`src/rtl/panel_pkg.sv`:
```
// Shared definitions for the front-panel conditioning block: channel counts,
// button indices, debounce FSM states and the counter sizing helper.
package panel_pkg;

  localparam int NUM_BTN = 8;
  localparam int NUM_SW  = 24;

  localparam int BTN_LOAD  = 0;
  localparam int BTN_LOOK  = 1;
  localparam int BTN_STEP  = 2;
  localparam int BTN_RUN   = 3;
  localparam int BTN_ENTER = 4;
  localparam int BTN_STOP  = 5;
  localparam int BTN_RESET = 6;
  localparam int BTN_DEBUG = 7;

  // Bits [23:16] of the switch bus carry the address, [15:0] the data.
  localparam int SW_ADDR_LSB = 16;

  typedef enum logic {
    DB_IDLE = 1'b0,
    DB_HELD = 1'b1
  } db_state_e;

  // Width of a counter that must hold the largest of three cycle counts.
  function automatic int cnt_width(input int a, input int b, input int c);
    int m;
    m = a;
    if (b > m) m = b;
    if (c > m) m = c;
    return (m < 1) ? 1 : $clog2(m + 1);
  endfunction

endpackage

```
`src/rtl/debounce_btn.sv`:
```
// One button channel: two-flop synchroniser, IDLE/HELD debounce FSM with
// registered press/release pulses, and optional auto-repeat while held.
module debounce_btn
  import panel_pkg::*;
#(
  parameter int DEBOUNCE_CYCLES = 100000,
  parameter bit REPEAT_EN       = 1'b0,
  parameter int REPEAT_DELAY    = 50000000,
  parameter int REPEAT_PERIOD   = 10000000
) (
  input  logic clk_i,
  input  logic rst_i,
  input  logic raw_i,
  output logic level_o,
  output logic press_o,
  output logic release_o
);

  localparam int CNT_W = cnt_width(DEBOUNCE_CYCLES, REPEAT_DELAY, REPEAT_PERIOD);
  localparam logic [CNT_W-1:0] DB_LAST        = CNT_W'(DEBOUNCE_CYCLES - 1);
  localparam logic [CNT_W-1:0] REP_FIRST_LAST = CNT_W'(REPEAT_DELAY - 1);
  localparam logic [CNT_W-1:0] REP_NEXT_LAST  = CNT_W'(REPEAT_PERIOD - 1);

  logic             s1, s2;
  db_state_e        state, state_nxt;
  logic [CNT_W-1:0] cnt, cnt_nxt;
  logic [CNT_W-1:0] rep, rep_nxt;
  logic             rep_first, rep_first_nxt;
  logic             press_nxt, release_nxt;

  // NOTE: sequential state uses non-blocking assignments so every flop samples
  // pre-edge values; blocking here would collapse s1/s2 into a single stage.
  always_ff @(posedge clk_i) begin
    if (rst_i) begin
      s1        <= 1'b0;
      s2        <= 1'b0;
      state     <= DB_IDLE;
      cnt       <= '0;
      rep       <= '0;
      rep_first <= 1'b1;
      press_o   <= 1'b0;
      release_o <= 1'b0;
    end else begin
      s1        <= raw_i;
      s2        <= s1;
      state     <= state_nxt;
      cnt       <= cnt_nxt;
      rep       <= rep_nxt;
      rep_first <= rep_first_nxt;
      press_o   <= press_nxt;
      release_o <= release_nxt;
    end
  end

  // NOTE: every output of this block is given a default first, so no path
  // leaves a signal unassigned and no latch can be inferred.
  always_comb begin
    state_nxt     = state;
    cnt_nxt       = '0;
    rep_nxt       = '0;
    rep_first_nxt = 1'b1;
    press_nxt     = 1'b0;
    release_nxt   = 1'b0;

    case (state)
      DB_IDLE: begin
        if (s2) begin
          if (cnt == DB_LAST) begin
            state_nxt = DB_HELD;
            press_nxt = 1'b1;
          end else begin
            cnt_nxt = cnt + 1'b1;
          end
        end
      end

      DB_HELD: begin
        // An accepted release wins over a coincident repeat, so press and
        // release can never pulse together.
        if (!s2 && cnt == DB_LAST) begin
          state_nxt   = DB_IDLE;
          release_nxt = 1'b1;
        end else begin
          if (!s2) cnt_nxt = cnt + 1'b1;
          if (REPEAT_EN) begin
            rep_first_nxt = rep_first;
            if (rep == (rep_first ? REP_FIRST_LAST : REP_NEXT_LAST)) begin
              press_nxt     = 1'b1;
              rep_nxt       = '0;
              rep_first_nxt = 1'b0;
            end else begin
              rep_nxt = rep + 1'b1;
            end
          end
        end
      end
    endcase
  end

  assign level_o = (state == DB_HELD);

endmodule

```
`src/rtl/panel_debounce.sv`:
```
// Front-panel input conditioner: per-button debounce channels plus an atomic,
// whole-word debounced switch bus with a single-cycle change strobe.
module panel_debounce #(
  parameter int                             NUM_BTN         = panel_pkg::NUM_BTN,
  parameter int                             NUM_SW          = panel_pkg::NUM_SW,
  parameter int                             DEBOUNCE_CYCLES = 100000,
  parameter logic [NUM_BTN-1:0]             REPEAT_MASK     = NUM_BTN'(8'b0000_0100),
  parameter int                             REPEAT_DELAY    = 50000000,
  parameter int                             REPEAT_PERIOD   = 10000000
) (
  input  logic               clk_i,
  input  logic               rst_i,
  input  logic [NUM_BTN-1:0] btn_raw_i,
  input  logic [NUM_SW-1:0]  sw_raw_i,
  output logic [NUM_BTN-1:0] btn_level_o,
  output logic [NUM_BTN-1:0] btn_press_o,
  output logic [NUM_BTN-1:0] btn_release_o,
  output logic [NUM_SW-1:0]  sw_o,
  output logic               sw_change_o
);

  localparam int SW_CNT_W = panel_pkg::cnt_width(DEBOUNCE_CYCLES, 1, 1);
  localparam logic [SW_CNT_W-1:0] SW_LAST = SW_CNT_W'(DEBOUNCE_CYCLES - 1);

  for (genvar i = 0; i < NUM_BTN; i++) begin : g_btn
    debounce_btn #(
      .DEBOUNCE_CYCLES (DEBOUNCE_CYCLES),
      .REPEAT_EN       (REPEAT_MASK[i]),
      .REPEAT_DELAY    (REPEAT_DELAY),
      .REPEAT_PERIOD   (REPEAT_PERIOD)
    ) u_btn (
      .clk_i     (clk_i),
      .rst_i     (rst_i),
      .raw_i     (btn_raw_i[i]),
      .level_o   (btn_level_o[i]),
      .press_o   (btn_press_o[i]),
      .release_o (btn_release_o[i])
    );
  end

  logic [NUM_SW-1:0]   sw_s1, sw_s2, sw_cand;
  logic [SW_CNT_W-1:0] sw_cnt;

  // One counter for the whole bus: any bit moving restarts it, so sw_o only
  // ever takes a word that was stable in its entirety.
  always_ff @(posedge clk_i) begin
    if (rst_i) begin
      sw_s1       <= '0;
      sw_s2       <= '0;
      sw_cand     <= '0;
      sw_cnt      <= '0;
      sw_o        <= '0;
      sw_change_o <= 1'b0;
    end else begin
      sw_s1       <= sw_raw_i;
      sw_s2       <= sw_s1;
      sw_cand     <= sw_s2;
      sw_change_o <= 1'b0;
      if (sw_s2 != sw_cand) begin
        sw_cnt <= '0;
      end else if (sw_cand != sw_o) begin
        if (sw_cnt == SW_LAST) begin
          sw_o        <= sw_cand;
          sw_change_o <= 1'b1;
          sw_cnt      <= '0;
        end else begin
          sw_cnt <= sw_cnt + 1'b1;
        end
      end else begin
        sw_cnt <= '0;
      end
    end
  end

endmodule
```
`config.mk`:
```
export PLATFORM = sky130hd
export DESIGN_NAME = panel_debounce
export DESIGN_NICKNAME = d
export VERILOG_FILES = /design/src/rtl/panel_pkg.sv /design/src/rtl/debounce_btn.sv /design/src/rtl/panel_debounce.sv
export SDC_FILE = /design/constraint.sdc
export NUM_CORES = 1
export LEC_CHECK = 0
export ABC_AREA = 1
export CELL_PAD_IN_SITES_DETAIL_PLACEMENT = 1
export CELL_PAD_IN_SITES_GLOBAL_PLACEMENT = 2
export CORE_ASPECT_RATIO = 0.9
export CORE_MARGIN = 3
export CORE_UTILIZATION = 30
export CTS_CLUSTER_SIZE = 40
export DETAILED_ROUTE_END_ITERATION = 6
export PLACE_DENSITY_LB_ADDON = 0.1
export SLEW_MARGIN = 20
export SYNTH_ARGS = -nofsm -noshare
export SYNTH_HDL_FRONTEND = slang
export SYNTH_SLANG_ARGS = --single-unit
```
`constraint.sdc`:
```
create_clock -name clk_i -period 1.69 [get_ports clk_i]
set_input_delay 0.507 -clock clk_i [delete_from_list [all_inputs] [get_ports clk_i]]
set_output_delay 0.507 -clock clk_i [all_outputs]
set_load 0.02 [all_outputs]
```
After elaboration in Yosys (flattened, before gate mapping)

Index checks and enable logic that the tools add are counted.

Register bits after elaboration: 389
Input port bits: 34
Output and inout bits: 49
Logic and storage cells: 209

Add/sub/neg operators: 10
Equal/unequal tests: 12
Mux-type cells: 85
Bitwise logic cells: 10
Reductions and logical operators: 36

Operators by type and width:

| kind                  | count |
|---|---|
| $mux 26               | 33 |
| $pmux 26 s2           | 8 |
| $add 26x1->26 const B | 9 |
| $eq 26x17->1 const B  | 8 |
| $ne 24x24->1          | 2 |
| $mux 1                | 35 |
| $reduce_or 2->1       | 15 |
| $eq 26x26->1          | 1 |
| $pmux 1 s2            | 9 |
| $add 17x1->17 const B | 1 |
| $eq 17x17->1 const B  | 1 |
| $not 1->1             | 10 |
| $logic_and 1x1->1     | 8 |
| $logic_not 1->1       | 8 |
| $reduce_or 4->1       | 2 |
| $reduce_or 3->1       | 2 |
| $reduce_and 3->1      | 1 |

Logic depth before layout (Yosys ltp)

Word-level depth: 5
Depth in mapped cells: 13
Depth with buffers taken out: 13

By module

A second synthesis with hierarchy kept.

Cells, all modules: 3053
Area total of the unflattened synthesis: 20263.2 µm²

Modules (own cells, without submodules):

| module                            | instances | cells an instance | area an instance (µm²) | seq. area each (µm²) |
|---|---|---|---|---|
| debounce_btn (g_btn[0].u_btn ...) | 7         | 265               | 1744.2                 | 620.6 |
| panel_debounce                    | 1         | 710               | 4889.7                 | 2282.2 |
| debounce_btn (g_btn[2].u_btn)     | 1         | 488               | 3164.3                 | 1161.1 |

Worst setup path before layout

OpenSTA, ideal clock, no wires.

Path type: reg-to-reg
Start point: register g_btn[5].u_btn.cnt[0]
End point: register g_btn[5].u_btn.cnt[16]
Library setup time: 0.117 ns
Arrival: 1.532 ns
Data required time: 1.573 ns
Slack: 0.040 ns
Stages on the path, launching flop included: 10
Path buffers: 1
Clock period less this slack: 1.650 ns
Cells stage by stage: dfxtp_1 > ha_1 > nand2_2 > nor2_2 > nand2_2 > nor2_1 > a31oi_1 > nand2_2 > buf_2 > nor2_1

Longest elaborated chain between the ends: 4
Elaborated cells between the ends (all ways): 8
Classes of those cells: add/sub (1); eq/ne (1); mux (5); reduce/logical (1)

Ends and longest elaborated chain:

| item                                          | RTL line                               | source |
|---|---|---|
| start: declaration                            | debounce_btn.sv:26                     | `logic [CNT_W-1:0] cnt, cnt_nxt;` |
| start signal: assignment                      | debounce_btn.sv:47                     | `cnt <= cnt_nxt;` |
| $add 26x1->26 or $eq 26x17->1 (tied branches) | -                                      |  |
| $mux 26, or another cell as far along         | debounce_btn.sv:84                     | `if (!s2) cnt_nxt = cnt + 1'b1;` |
| $mux 26 (on tied branches)                    | debounce_btn.sv:80, debounce_btn.sv:67 |  |
| $pmux 26 s2 (*)                               | debounce_btn.sv:65                     | `case (state)` |

Mark *: on every way between the ends. The rest lies on a longest branch, timed or not.
A chain may end at the register's enable or synchronous reset.

Final worst setup path

Start point: register g_btn[2].u_btn.rep[1]
End point: register g_btn[2].u_btn.rep[2]

Longest elaborated chain between the ends: 2
Elaborated cells between the ends (all ways): 3
Classes of those cells: add/sub (1); eq/ne (1); reduce/logical (1)

Ends and longest elaborated chain:

| item                                                  | RTL line           | source |
|---|---|---|
| start: declaration                                    | debounce_btn.sv:27 | `logic [CNT_W-1:0] rep, rep_nxt;` |
| start signal: assignment                              | debounce_btn.sv:48 | `rep <= rep_nxt;` |
| branches (longest 2 deep; another with $add 26x1->26) | -                  |  |

Several ways; the timed one is not identified.

==> reports/results.txt <==
The core region is 59100 sq um. Count of antenna diodes in the layout: 0. The initialized floorplan defines 84 standard-cell rows. In the final routed layout, each cell accounts on average for 14.2 microns. The sequential cells in the finished layout cover a total of 7910 sq um. The type of the most critical hold path is in2reg. For the post-route antenna net violation count, the log shows 0. The commonest cells after synthesis are sky130_fd_sc_hd__nor2_1 (531), sky130_fd_sc_hd__nand2_1 (519), sky130_fd_sc_hd__inv_1 (397).

For the required time of the critical path, the log shows 2150 ps. Across the VDD grid, the largest voltage drop is 0.613 mV. Counting the fill cells in the layout gives 7214. Cells fill 42.9% of the core in the end.

The count of vias placed by the detailed router came out at 17269. The power density over cell area is 822 nW/um^2. Counting flops with a built-in enable in the synthesized netlist gives 0. Of the post-synthesis cell area, the dominant cell type holds 43.0%.

Sequential cells were found to cover 43.0% of the synthesized design area. For the worst hold slack, the log shows 149 ps. Sorting the synthesized cells by area gives the leading types as sky130_fd_sc_hd__dfxtp_1 (43%), sky130_fd_sc_hd__nor2_1 (11%), sky130_fd_sc_hd__nand2_1 (11%). The run gives 0 as the number of hold violations in the final report. The effective utilization at floorplan was 30.7%; the final non-filler cell area was 25400 sq um. The via count of the first global-routing pass is 17550, and the measured slew at the worst slew-check pin is 488 ps.

The final standard cell count with taps included and fillers excluded was 3798. The die is 239 microns tall. The detailed router used layers up to and including met4. The number of remaining DRC errors was 0.

The biggest area consumer among synthesized cells was sky130_fd_sc_hd__dfxtp_1. The net switching power was 4720 uW. The worst setup path is captured at a register. The biggest fanout along the worst timing path works out to 6. The number of I/O pins was 83; the number of synthesis warnings was 0. The logs give 3645 for the number of placed cells counting well taps and 51.7% for the share of power burned in the clock network. The run finished, with violations left. Internal power comes to 16100 uW. The number of slew-limit violations in the final report was 0; the final critical-path setup slack was -19.1 ps. The number of nets handed over by synthesis was 2645. The die covers 63400 sq um. TritonCTS built the clock tree. The predominant post-synthesis flop cell is sky130_fd_sc_hd__dfxtp_1. The routed design uses 24.9 mm of met2 wire.

For this run, asynchronously set or reset flops after synthesis account for 0%. Of the available clock period, the critical path in the final layout requires 101%. The combinational group share of total power is 3.6%, and the count of buffers inserted at the top-level ports is 82. The tree built by TritonCTS fans out to 389 sinks.

For the total wirelength of the detailed-routed design, the log shows 54.0 mm. Global routing used 16.2% of the available tracks. The total half-perimeter wirelength after legalization and detailed placement was 38.0 mm.

The time the final worst path needs with I/O delays and setup was 1710 ps. The synthesized design contains 389 register bits. Of the cells placed in the final design, the portion with a size suffix greater than 1 is 30.2%. The run gives 2601 as the gate count after technology mapping.

The launching element type of the critical path was a register. A synthesized cell averages 6.96 sq um. The final reports fail on setup timing. Entering global routing, the biggest net connects 45 pins. The initial antenna violation count came out at 1.

The logs give 26.6 mm for the wire length the detailed router placed on met1 and 0 for the total overflow reported by the global router. The tools report the leakage power summed over all cells as 0.0106 uW. Clock-pin slew was measured on the worst setup and hold paths at 60 ps. For this run, the post-layout net count is 3029. Synthesis instantiated 46 different standard cells from the library.

The share of total power in sequential cells was 44.7%; the count of final setup violators was 12. Setup repair after global routing could not meet its margin everywhere. The multi-input combinational cells in the finished layout cover a total of 9650 sq um.

Relative to the synthesized area, the layout overhead comes to 40.1%. The worst clock skew is 17.5 ps, and the wire length of the first global-routing pass is 86.1 mm. The run gives 21600 sq um as the cell area reported after detailed placement. The tools report the count of maximum capacitance violations as 0.

The met3 layer wire length in the routed design is 1.61 mm, and the normalized max-slew margin is 67.2%. Static timing analysis puts the maximum clock frequency at 0.585 GHz. The buffer depth of the longest clock path came out at 3. The path type of the worst setup path was reg2reg. For the clock latency reported for the late side of the worst-skew pair, the log shows 580 ps.

The die is 265 microns wide. The netlist area before placement was 18100 sq um; the iteration count of the initial detailed-routing pass was 4. Of the total power, the share spent switching nets is 22.6%. After detailed routing, the number of vias per cell comes to 4.55.

STA puts the critical path data arrival time at 2170 ps. TritonCTS created 48 clock buffers. The tree is rooted in a sky130_fd_sc_hd__clkbuf_16. The final RePlAce weighted congestion came out at 0.806.

Among all cell types in the netlist, the one instantiated most often is sky130_fd_sc_hd__nor2_1. The clock tree synthesis step divided the H-tree into 2 levels. For this block, the initial DRC count from the detailed router was 485. Timing analysis after detailed placement gives a worst setup slack of -145 ps.
## routing by layer
| layer | vias up | track usage (%) |
|---|---|---|
| li1 | 8851 | - |
| met1 | 8214 | 22.3 |
| met2 | 146 | 26.6 |
| met3 | 58 | 2.36 |
| met4 | 0 | 4.08 |
| met5 | - | 0 |
## sequential cells by signal, indices dropped and copies added (netlist names), 8 cells and up, named ones only
register and cells:
g_btn.u_btn.cnt 208, g_btn.u_btn.press_o 8, g_btn.u_btn.release_o 8, g_btn.u_btn.rep 26, g_btn.u_btn.s1 8, g_btn.u_btn.s2 8, sw_cand 24, sw_cnt 17
sw_o 24, sw_s1 24, sw_s2 24
## worst max-delay path: stages (launching register included)
cell and delay [ps]:
sky130_fd_sc_hd__dfxtp_2 350, sky130_fd_sc_hd__ha_4 170, sky130_fd_sc_hd__nand2_4 60, sky130_fd_sc_hd__nor3_4 280
sky130_fd_sc_hd__buf_4 160, sky130_fd_sc_hd__nand3b_1 170, sky130_fd_sc_hd__nand2_4 180, sky130_fd_sc_hd__clkbuf_16 190
sky130_fd_sc_hd__nor2_2 30
## per-stage QoR
stage | power (uW) | TNS, ps
after floorplan | 9830 | 0
after global placement | 10100 | -2540
after CTS | 21200 | -247
after detailed placement | 10200 | -8320
after global routing | 21800 | -8690
final | 20900 | -118
## cell families after synthesis
logic type,share of synthesized area [%]
adders and majority gates,0.691
and+or+nand+nor,36.7
DFF,43.0
buffers and inverters,10.9
xor gates and xnor gates,5.71
AOI/OAI and AO/OA,3.03
## power groups by stage
stage                     sequential [uW]  clock [uW]  combinational (uW)
final                                9320       10800                 753
after global routing                 9320       11600                 835
after CTS                            9310       11200                 657
after detailed placement             9520           0                 639
after global placement               9510           0                 634
after floorplan                      9500           0                 329
## layout make-up
type / instances / share of cell area (%)
Inverter: 418 / 6.21
Clock buffer: 65 / 5.51
Multi-Input combinational cell: 1727 / 38.1
Timing Repair Buffer: 401 / 14.2
Tap cell: 774 / 3.82
Clock inverter: 24 / 1.04
Sequential cell: 389 / 31.2
## cells in the final DEF (no fill, tap or decap), drive strengths merged
| cell | synthesis | final |
|---|---|---|
| nand4 | 81 | 81 |
| buf | 57 | 357 |
| clkinv | 0 | 13 |
| inv | 418 | 419 |
| o21bai | 1 | 1 |
| and3 | 7 | 7 |
| nand3 | 125 | 125 |
| nand2 | 540 | 541 |
| o22ai | 5 | 5 |
| clkbuf | 11 | 74 |
| a21o | 2 | 2 |
| nor3b | 10 | 10 |
| clkdlybuf4s50 | 0 | 32 |
| clkdlybuf4s15 | 0 | 3 |
| ha | 10 | 10 |
| a21oi | 39 | 39 |
| a31o | 1 | 1 |
| o2bb2ai | 1 | 1 |
| dfxtp | 389 | 389 |
| xnor2 | 31 | 31 |
| nor4 | 30 | 30 |
| o21ai | 40 | 40 |
| o32ai | 1 | 1 |
| or2 | 4 | 4 |
| nor2 | 571 | 571 |
| a31oi | 7 | 7 |
| bufinv | 0 | 5 |
| nand3b | 6 | 6 |
| nor4b | 1 | 1 |
| clkinvlp | 0 | 5 |
| xor2 | 87 | 87 |
| and2 | 1 | 1 |
| nor3 | 122 | 122 |
| o21a | 1 | 1 |
| o31ai | 2 | 2 |
## repair_timing
action                     4_1_cts  5_1_grt
setup endpoints to repair      196      282
gates resized for setup        350      388
hold buffers                     0        0
buffers inserted                 5       47
cloned                           0       15
pin swaps                       19      148
## path summary, 6_finish.rpt
check	start	end	slack, ps	cells past startpoint
worst max-delay path	g_btn[2].u_btn.rep[1]	g_btn[2].u_btn.rep[2]	-20	8
worst min-delay path	rst_i	g_btn[2].u_btn.s1	150	2
worst max register to register	g_btn[2].u_btn.rep[1]	g_btn[2].u_btn.rep[2]	-20	8
worst min register to register	sw_s1[14]	sw_s2[14]	380	2
Note: power is estimated with default switching activity, not from simulation.
